===== src/rtl/nibble_serial_add_ctrl_pkg.sv =====
// Shared definitions for the nibble-serial add/subtract sequencer.
//   state_t  : controller FSM encoding
//   NIBBLE_W : width of the adder slice
//   idx_w()  : width of the nibble index counter for a given nibble count
package nibble_serial_add_ctrl_pkg;

    typedef enum logic [1:0] {
        IDLE = 2'd0,
        RUN  = 2'd1,
        DONE = 2'd2
    } state_t;

    localparam int NIBBLE_W = 4;

    // WIDTH >= 8 guarantees at least two nibbles, so this is never 0.
    function automatic int idx_w(input int nibbles);
        return $clog2(nibbles);
    endfunction

endpackage


===== src/rtl/nibble_serial_add_ctrl_adder.sv =====
// Combinational 4-bit ripple-carry adder slice with carry-in.
//   a, b  : nibble operands
//   cin   : carry into bit 0
//   s     : nibble sum
//   cout  : carry out of bit 3
//   c_msb : carry into bit 3, used for signed overflow on the top nibble
module nibble_adder_cin (
    input  logic [3:0] a,
    input  logic [3:0] b,
    input  logic       cin,
    output logic [3:0] s,
    output logic       cout,
    output logic       c_msb
);

    logic [4:0] c;

    always_comb begin
        c    = '0;
        s    = '0;
        c[0] = cin;
        for (int i = 0; i < 4; i++) begin
            s[i]   = a[i] ^ b[i] ^ c[i];
            c[i+1] = (a[i] & b[i]) | (a[i] & c[i]) | (b[i] & c[i]);
        end
    end

    assign cout  = c[4];
    assign c_msb = c[3];

endmodule


===== src/rtl/nibble_serial_add_ctrl.sv =====
// Nibble-serial WIDTH-bit adder/subtractor. One 4-bit slice processes a
// nibble per clock, LSB first, with the carry registered between nibbles.
//   clk, rst_n          : clock, asynchronous active-low reset
//   in_valid/in_ready   : operation handshake (op_a, op_b, sub)
//   sub                 : 0 = A+B, 1 = A-B
//   out_valid/out_ready : result handshake (result, carry_out, overflow)
//   carry_out           : final carry (1 = no borrow when subtracting)
//   overflow            : signed overflow of the full-width operation
// WIDTH must be a multiple of 4 and at least 8.
module nibble_serial_add_ctrl
    import nibble_serial_add_ctrl_pkg::*;
#(
    parameter int WIDTH = 16
) (
    input  logic             clk,
    input  logic             rst_n,
    input  logic             in_valid,
    output logic             in_ready,
    input  logic [WIDTH-1:0] op_a,
    input  logic [WIDTH-1:0] op_b,
    input  logic             sub,
    output logic             out_valid,
    input  logic             out_ready,
    output logic [WIDTH-1:0] result,
    output logic             carry_out,
    output logic             overflow
);

    localparam int NIBBLES = WIDTH / NIBBLE_W;
    localparam int IDX_W   = idx_w(NIBBLES);
    localparam logic [IDX_W-1:0] LAST = IDX_W'(NIBBLES - 1);

    state_t           state, state_nxt;
    logic [IDX_W-1:0] idx;
    logic             carry;
    logic [WIDTH-1:0] a_q, b_q;

    logic [3:0] a_nib, b_nib, s_nib;
    logic       cout, c_msb;

    assign a_nib = a_q[NIBBLE_W*int'(idx) +: NIBBLE_W];
    assign b_nib = b_q[NIBBLE_W*int'(idx) +: NIBBLE_W];

    nibble_adder_cin u_slice (
        .a     (a_nib),
        .b     (b_nib),
        .cin   (carry),
        .s     (s_nib),
        .cout  (cout),
        .c_msb (c_msb)
    );

    // Handshake outputs decode registered state only, so there is no
    // combinational path from in_valid or out_ready.
    assign in_ready  = (state == IDLE);
    assign out_valid = (state == DONE);

    always_ff @(posedge clk or negedge rst_n) begin
        if (!rst_n) state <= IDLE;
        else        state <= state_nxt;
    end

    always_comb begin
        state_nxt = state;
        case (state)
            IDLE:    if (in_valid)     state_nxt = RUN;
            RUN:     if (idx == LAST)  state_nxt = DONE;
            DONE:    if (out_ready)    state_nxt = IDLE;
            default:                   state_nxt = IDLE;
        endcase
    end

    always_ff @(posedge clk or negedge rst_n) begin
        if (!rst_n) begin
            idx       <= '0;
            carry     <= 1'b0;
            a_q       <= '0;
            b_q       <= '0;
            result    <= '0;
            carry_out <= 1'b0;
            overflow  <= 1'b0;
        end else begin
            case (state)
                IDLE: if (in_valid) begin
                    // Subtraction is A + ~B + 1: invert B here and seed
                    // the carry chain with the +1.
                    a_q   <= op_a;
                    b_q   <= sub ? ~op_b : op_b;
                    carry <= sub;
                    idx   <= '0;
                end
                RUN: begin
                    result[NIBBLE_W*int'(idx) +: NIBBLE_W] <= s_nib;
                    carry <= cout;
                    if (idx == LAST) begin
                        carry_out <= cout;
                        overflow  <= c_msb ^ cout;
                    end else begin
                        idx <= idx + 1'b1;
                    end
                end
                default: ;
            endcase
        end
    end

endmodule


===== config.mk =====
export PLATFORM = sky130hd
export DESIGN_NAME = nibble_serial_add_ctrl
export DESIGN_NICKNAME = d
export VERILOG_FILES = /design/src/rtl/nibble_serial_add_ctrl_pkg.sv /design/src/rtl/nibble_serial_add_ctrl_adder.sv /design/src/rtl/nibble_serial_add_ctrl.sv
export SDC_FILE = /design/constraint.sdc
export NUM_CORES = 1
export LEC_CHECK = 0
export CAP_MARGIN = 20
export CORE_UTILIZATION = 50
export DETAILED_ROUTE_END_ITERATION = 8
export GPL_TIMING_DRIVEN = 0
export PLACE_DENSITY = 0.78
export SLEW_MARGIN = 30
export SYNTH_ARGS = -nofsm -noshare
export SYNTH_HDL_FRONTEND = slang
export SYNTH_SLANG_ARGS = --single-unit

===== constraint.sdc =====
create_clock -name clk -period 5.6 [get_ports clk]
set_input_delay 0.56 -clock clk [delete_from_list [all_inputs] [get_ports clk]]
set_output_delay 0.56 -clock clk [all_outputs]
set_load 0.05 [all_outputs]

-- Word level (Yosys, flattened, before mapping)
Index checks and enable logic that the tools add are counted.
Widths: inputs -> output; s select.
- multiplexer cells: 11
- add/subtract/negate cells: 2
- bitwise operators: 30
- equality and inequality tests: 7
- reductions and logical operators: 7
- shift-type cells: 4
- operators with widths (kind ; count):
    $neg 4->33 ; 1
    $shift 4x33->16 const A ; 1
    $shiftx 4x33->16 ; 1
    $shiftx 16x5->4 ; 2
    $bwmux 16 ; 1
    $mux 16 ; 1
    $not 16->16 ; 1
    $and 1x1->1 ; 12
    $mux 2 ; 5
    $xor 1x1->1 ; 9
    $or 1x1->1 ; 8
    $ne 2x2->1 const B ; 3
    $pmux 2 s3 ; 1
    $reduce_and 2->1 ; 3
    $reduce_and 3->1 ; 2
    $eq 2x2->1 const B ; 2
    $pmux 2 s2 ; 1
    $add 2x1->2 const B ; 1
    $eq 2x1->1 const B ; 1
    $logic_not 2->1 ; 1
    $ne 2x1->1 const B ; 1
    $pmux 1 s2 ; 1
    $reduce_bool 2->1 ; 1
    $mux 1 ; 1
- register bits: 55

-- Longest topological paths before layout
Gate-level depths: netlist (run 1).
- word-level depth: 14
- gate-level depth with buffers: 10
- mapped depth without buffers: 9

-- By module
A second synthesis (run 1) with hierarchy kept.
- cell total of the unflattened synthesis: 220
- area total of the unflattened synthesis: 2890.3 um^2
- by module, submodules not included (module ; seq. area each (um^2) ; area an instance (um^2) ; cells an instance ; times used):
    nibble_serial_add_ctrl ; 1376.3 ; 2772.7 ; 206 ; 1
    nibble_adder_cin ; 0.0 ; 117.6 ; 14 ; 1

-- Worst setup path after synthesis (run 1)
OpenSTA, ideal clock, no wires.
- path type: flip-flop to flip-flop
- from: register idx[0]
- to: register result[7]
- buffers on the path: 1
- setup time: 0.083 ns
- period minus slack after synthesis: 2.854 ns
- cell stages (with the launch flop): 11
- arrival time: 2.772 ns
- slack: 2.746 ns
- path through: dfrtp_1 buf_4 mux4_2 fa_1 inv_1 fa_1 fa_1 inv_1 fa_1 nand3_1 o21ai_0
- longest elaborated chain between the ends: 13
- elaborated cells between the ends (all ways): 29
- classes of those cells: add/sub: 1; shift: 4; mux: 1; bitwise: 23
- RTL lines (item ; line ; RTL):
    start, declared ; nibble_serial_add_ctrl.sv:34 ; logic [IDX_W-1:0] idx;
    start signal, assigned ; nibble_serial_add_ctrl.sv:99 ; idx <= idx + 1'b1;
    $shiftx 16x5->4, on equally long branches ; nibble_serial_add_ctrl.sv:41, nibble_serial_add_ctrl.sv:42 ;
    $and 1x1->1 ; nibble_serial_add_ctrl_adder.sv:24 ; c[i+1] = (a[i] & b[i]) | (a[i] & c[i]) | (b[i] & c[i]);
    $or 1x1->1 (2 in series) ; nibble_serial_add_ctrl_adder.sv:24 ;
    $and 1x1->1 ; nibble_serial_add_ctrl_adder.sv:24 ;
    $or 1x1->1 (2 in series) ; nibble_serial_add_ctrl_adder.sv:24 ;
    $and 1x1->1 ; nibble_serial_add_ctrl_adder.sv:24 ;
    $or 1x1->1 (2 in series) ; nibble_serial_add_ctrl_adder.sv:24 ;
    $xor 1x1->1 ; nibble_serial_add_ctrl_adder.sv:23 ; s[i] = a[i] ^ b[i] ^ c[i];
    $shiftx 4x33->16 ; nibble_serial_add_ctrl.sv:93 ; result[NIBBLE_W*int'(idx) +: NIBBLE_W] <= s_nib;
    $bwmux 16 * ; nibble_serial_add_ctrl.sv:93 ;
    end signal, assigned by index ; nibble_serial_add_ctrl.sv:93 ;
    end, declared ; nibble_serial_add_ctrl.sv:24 ; output logic [WIDTH-1:0] result,
Every way passes the cells marked *; elsewhere a longest branch is shown, timed or not.
A chain may end at the register's enable or synchronous reset.

-- Worst setup path after layout (run 1)
- from: register idx[0]
- to: register result[15]
The elaborated chain is that of the path after synthesis.

==> results.yml, run 1 <==
pwr:
  vdd_drop_max_mv: 0.2570
  power_density_nw_per_um2: 639.5
  p_leak_nw: 1.481
clocking:
  clock-sinks: 55
  cts_tree: "yes"
  post_cts_resized: 0
  clock_latency_ns: 0.32
  h-tree-depth: 2
  hold_buffers: 0
  post_cts_buffers: 0
  cts_made_buffers: 5
  root_buffer: "clkbuf_8"
  clkTransAtPathRegs_ns: 0.10
  cts_buffer_depth: 2
placement:
  port_buffers: 55
  place_hpwl_microns: 3833
  placed_area_sq_um: 3403
  gp_congestion: 0.7807
layout:
  final_common_cell: "dfrtp_1"
  final_layout_size_suffix_gt1_share_pct: 17.33
  area_delta_synth_final_pct: 28.28
  final_cell_mix: "dfrtp_1 (55), clkdlybuf4s50_1 (54), nand2_1 (25), nor2_1 (21), mux2_2 (18)"
  final_area_sq_um: 3525
  nFillCells: 416
  num_antenna_cells: 0
  multiInputGateArea_sq_um: 1250
  register_area_sq_um: 1376
  final_nets: 346
setup_path:
  r2r_cells: 10
  worstPathMaxFanout: 10
  r2r-end: "result[15]"
  worstPathArrival_ns: 3.43
  crit_path_frequent_cell: "fa_1"
  critical_path_class: "flop to flop"
  path_cells: "buf_4 -> mux4_2 -> fa_1 -> inv_1 -> fa_1 -> fa_1 -> inv_1 -> fa_1 -> nand3_1 -> o21ai_0"
  worst-path-buf-inv: 3
  cpMaxStageDelayCell: "fa_1"
  cp-endpoint: "result[15]"
  start_kind: "flop"
  worst-path-stages: 10
  cp_top_family: "adder cells"
  r2r_start: "idx[0]"
  ff2ff_setup_slack_ns: 2.41
  max_stage_delay_ns: 0.59
  setup.worst_path.end_class: "flop"
  required_ns: 5.84
  crit_start: "idx[0]"
yosys:
  ys_seq_area_share_pct: 50.09
  synth.avg_cell_area_sq_um: 11.64
  yosys_warnings: 0
  yosys.area.top_type: "dfrtp_1"
  async_flop_share_pct: 100.0
  synthFlopType: "dfrtp_1"
  ys_seq_elements: 55
  synth_top_area_share_pct: 50.09
  synth_fp_nets: 283
  ys_types: 32
  synth_edf_count: 0
  syn_inst: 236
  synthTopCellsByArea: "dfrtp_1 (50%), mux2_2 (7.4%), mux4_2 (6.6%), xnor2_1 (5.1%), nand2_1 (3.4%)"
  syn_area_sq_um: 2748
sta:
  skew_ns: 0.01208
  max_freq_mhz: 313.4
  finalCritPeriodShare_pct: 56.98
  finalSetupTns_ns: 0
  slew_headroom_pct: 67.02
  rsz0062_at_grt: "no"
  tightest_slew_ns: 0.4932
  slew_violations: 0
  hold_viol: 0
  setup_viol: 0
  layout_min_cycle_time_ns: 3.191
routing:
  top_layer: "met4"
  drt_iter0_drc: 93
  wl_met3_microns: 182
  ant_nets: 0
  finalWirelength_microns: 5068
  vias: 1933
  wl_met2_microns: 2610
  dr.pass1.iters: 4
  wl_per_cell_microns: 13.70
  via_per_inst: 5.224
  m1WireLength_microns: 2218
  drc: 0
die:
  die_w_microns: 76.13
  die_area_sq_um: 5796
  initial_core_util_pct: 52.79
  core-area_sq_um: 5205
  chipHeight_microns: 76.13
  rows: 26
  ioPinCount: 57
grt:
  grt_first_pass_wirelength_microns: 9446
  antenna_found_initial: 0
  grt_use_total_pct: 20.48
  grt_pass1_vias: 2049
  overflow: 0
  grt_max_degree: 31
outcome:
  status: "complete, no violations"
flow_run:
  drv_cap: 0
hold_path:
  hp-class: "input port to asynchronous set/reset pin"
## Yosys cell counts, types with 2 or more instances
library cell,number
nor2_1,21
ha_1,6
mux4_2,8
nand3_1,5
fa_1,4
dfrtp_1,55
a21oi_1,17
nor3b_1,2
nand3b_2,2
o41ai_1,2
buf_2,4
o21ai_0,11
nand2b_1,2
buf_4,5
inv_1,11
a22o_1,3
o31ai_1,5
mux2_2,18
nand3b_1,2
nand2_1,25
xnor2_1,16
nor2b_1,2
## worst min-delay path by stage
stage	startpoint	end	slack, ns	cells after the start
6_report	rst_n	a_q[0]	0.14	1
5_1_grt	rst_n	a_q[1]	0.14	1
4_1_cts	rst_n	a_q[1]	0.14	1
3_5_place_dp	result[10]	result[10]	0.47	2
3_3_place_gp	result[6]	result[6]	0.46	2
2_1_floorplan	rst_n	a_q[0]	0.26	0
## flip-flops by register name (all words and copies together), names as in the netlist
name and count:
state 2, b_q 16, a_q 16, result 16, idx 2, carry 1, overflow 1, carry_out 1
## kinds of logic (layout without fill, tap and decap cells)
family	count (synthesis)	count (layout)	synth area share [%]
simple gates	65	65	11.79
flops	55	55	50.09
compound gates	39	39	8.334
mux	27	27	14.30
buf+inv	23	87	4.417
xor+xnor	17	17	5.419
fa+ha+maj	10	10	5.647
## worst register-to-register path, cell delays in order (launching register included)
cell and delay, ns:
dfrtp_1 0.51, buf_4 0.28, mux4_2 0.55, fa_1 0.41
inv_1 0.08, fa_1 0.18, fa_1 0.22, inv_1 0.06
fa_1 0.59, nand3_1 0.11, o21ai_0 0.14
## where the power goes
part | switching (W) | internal [W]
clock | 0.000131 | 0.000147
combinational | 0.000732 | 0.000558
sequential | 0.000107 | 0.000579
## cell type report
cell class                      instances  share of cell area (%)
Sequential cell                        55                   39.05
Tap cell                               70                   2.485
Clock buffer                            6                   2.343
Buffer                                 12                   2.272
Timing Repair Buffer                   56                   16.12
Multi-Input combinational cell        158                   35.46
Inverter                               11                   1.171
Clock inverter                          2                   1.100
## layer usage
layer	global-route usage, %	up-vias
met3	4.311	8
met1	25.82	950
met2	36.27	44
met4	4.615	0
li1	-	931
met5	0	-
## through the flow
| step | hold slack, ns | std cells | setup WS, ns | power, W | utilization, % |
|---|---|---|---|---|---|
| floorplan | 0.2644 | 236 | 2.746 | 0.001620 | - |
| global placement | 0.4621 | 361 | 2.308 | 0.001964 | 65.05 |
| detailed placement | 0.4686 | 362 | 2.353 | 0.001999 | 65.38 |
| CTS | 0.1402 | 370 | 2.335 | 0.002279 | 67.72 |
| global route | 0.1435 | 370 | 2.155 | 0.002432 | 67.72 |
| finish | 0.1391 | 370 | 2.409 | 0.002254 | 67.72 |
(Power assumes the default switching activity.)
==> run 2: changes to the inputs <==
clock period = 3.04 ns   (was 5.6 ns; I/O delays follow)
==> results.yml, run 2 (synthesis gave the netlist of run 1 again) <==
layout:
  final_nets: 349
  final_cell_mix: "dfrtp_1 (54), clkdlybuf4s50_1 (54), nand2_1 (25), nor2_1 (21), mux2_2 (18)"
  nFillCells: 409
  num_antenna_cells: 0
  final_layout_size_suffix_gt1_share_pct: 18.81
  reg_top3: "a_q: 16 flops, b_q: 16 flops, result: 16 flops"
  final_area_sq_um: 3571
  area_delta_synth_final_pct: 29.96
sta:
  slew_violations: 0
  whs_ns: 0.3632
  rsz0062_at_grt: "yes"
  slew_headroom_pct: 67.02
  hold_viol: 0
  skew_ns: 0.01293
  setup_viol: 0
  tightest_slew_ns: 0.4932
  finalCritPeriodShare_pct: 95.65
  layout_min_cycle_time_ns: 2.908
  max_freq_mhz: 343.9
setup_path:
  r2r_cells: 10
  required_ns: 3.28
  r2r-end: "result[7]"
  setup.worst_path.end_class: "flop"
  r2r_start: "idx[0]"
  worstPathArrival_ns: 3.15
  crit_start: "idx[0]"
  ff2ff_setup_slack_ns: 0.13
  worstPathMaxFanout: 10
  critical_path_class: "flop to flop"
  cp-endpoint: "result[7]"
  start_kind: "flop"
clocking:
  cts_tree: "yes"
  clock-sinks: 55
  cts_buffer_depth: 2
  h-tree-depth: 2
  root_buffer: "clkbuf_8"
  cts_made_buffers: 5
  clock_latency_ns: 0.32
  clkTransAtPathRegs_ns: 0.10
grt:
  grt_use_total_pct: 20.51
  overflow: 0
  antenna_found_initial: 0
  grt_max_degree: 31
  grt_pass1_vias: 2044
  grt_first_pass_wirelength_microns: 9446
routing:
  dr.pass1.iters: 4
  vias: 1931
  ant_nets: 0
  finalWirelength_microns: 5165
  drc: 0
  via_per_inst: 5.177
  wl_per_cell_microns: 13.85
  drt_iter0_drc: 103
pwr:
  power_density_nw_per_um2: 1190
  p_leak_nw: 1.495
  vdd_drop_max_mv: 0.4825
die:
  die_w_microns: 76.13
  core-area_sq_um: 5205
  rows: 26
  initial_core_util_pct: 52.79
  die_area_sq_um: 5796
  chipHeight_microns: 76.13
  ioPinCount: 57
flow_run:
  drv_cap: 0
placement:
  placed_area_sq_um: 3403
  place_hpwl_microns: 3833
  port_buffers: 55
  gp_congestion: 0.7807
outcome:
  status: "complete, no violations"
hold_path:
  min-delay-start: "sub"
  hp-class: "input port to flop"
run 2: power by group:
part	internal (W)	switching, W
combinational	0.00110	0.00138
clock	0.000271	0.000241
sequential	0.00107	0.000191
run 2: how the worst min path moves through the flow:
stage | end | cells after the start | slack, ns
after floorplan | a_q[0] | 0 | 0.008
after global placement | result[6] | 2 | 0.46
after detailed placement | a_q[0] | 1 | 0.24
after CTS | b_q[5] | 3 | 0.36
after global routing | b_q[5] | 3 | 0.38
final | b_q[5] | 3 | 0.36
run 2: critical path, stage by stage (launching register included):
cell	delay, ns
dfrtp_2	0.42
buf_12	0.15
mux4_2	0.53
fa_1	0.41
inv_1	0.08
fa_1	0.19
fa_2	0.22
inv_1	0.06
fa_2	0.58
nand3_1	0.09
o21ai_1	0.13
run 2: layout make-up:
class / instances / area, sq um / area share [%]
clock inverters: 2 / 38.79 / 1.086
inverters: 11 / 41.29 / 1.156
plain buffers: 12 / 95.09 / 2.663
multi-input cells: 158 / 1255 / 35.14
repair buffers: 59 / 593.1 / 16.61
flip-flops and latches: 55 / 1378 / 38.58
clock buffers: 6 / 82.58 / 2.313
well taps: 70 / 87.58 / 2.453
run 2: what timing repair did:
item                                    4_1_cts  5_1_grt
gates resized for setup                       2        9
hold endpoints to repair                     25        0
endpoints found under the setup margin        7        5
hold buffers                                  1        0
cloned                                        0        0
buffers inserted                              1        1
run 2: per-layer routing:
| metal | GRT usage (%) | share of wire, % | wire length, microns | vias up |
|---|---|---|---|---|
| met3 | 4.311 | 3.6 | 187 | 8 |
| met1 | 25.99 | 44 | 2265 | 937 |
| met5 | 0 | 0 | 0 | - |
| met2 | 36.18 | 51 | 2654 | 46 |
| li1 | - | - | - | 940 |
| met4 | 4.615 | 1.1 | 58 | 0 |
run 2: per-stage QoR:
stage | setup TNS, ns | worst slack (ns) | total power [W] | utilization [%] | cells
finish | 0 | 0.1321 | 0.004251 | 68.61 | 373
detailed placement | -1.063 | -0.2073 | 0.003682 | 65.38 | 362
CTS | 0 | 0.02407 | 0.004217 | 68.15 | 372
global placement | -0.7107 | -0.1678 | 0.003617 | 65.05 | 361
floorplan | 0 | 0.1856 | 0.002984 | - | 236
global route | -0.02199 | -0.01506 | 0.004573 | 68.61 | 373
==> run 3: changes to the inputs <==
ABC_CLOCK_PERIOD_IN_PS = 3040   (was unset)
==> results of run 3 <==
The final DEF is identical to that of run 2; final timing and power are the same.
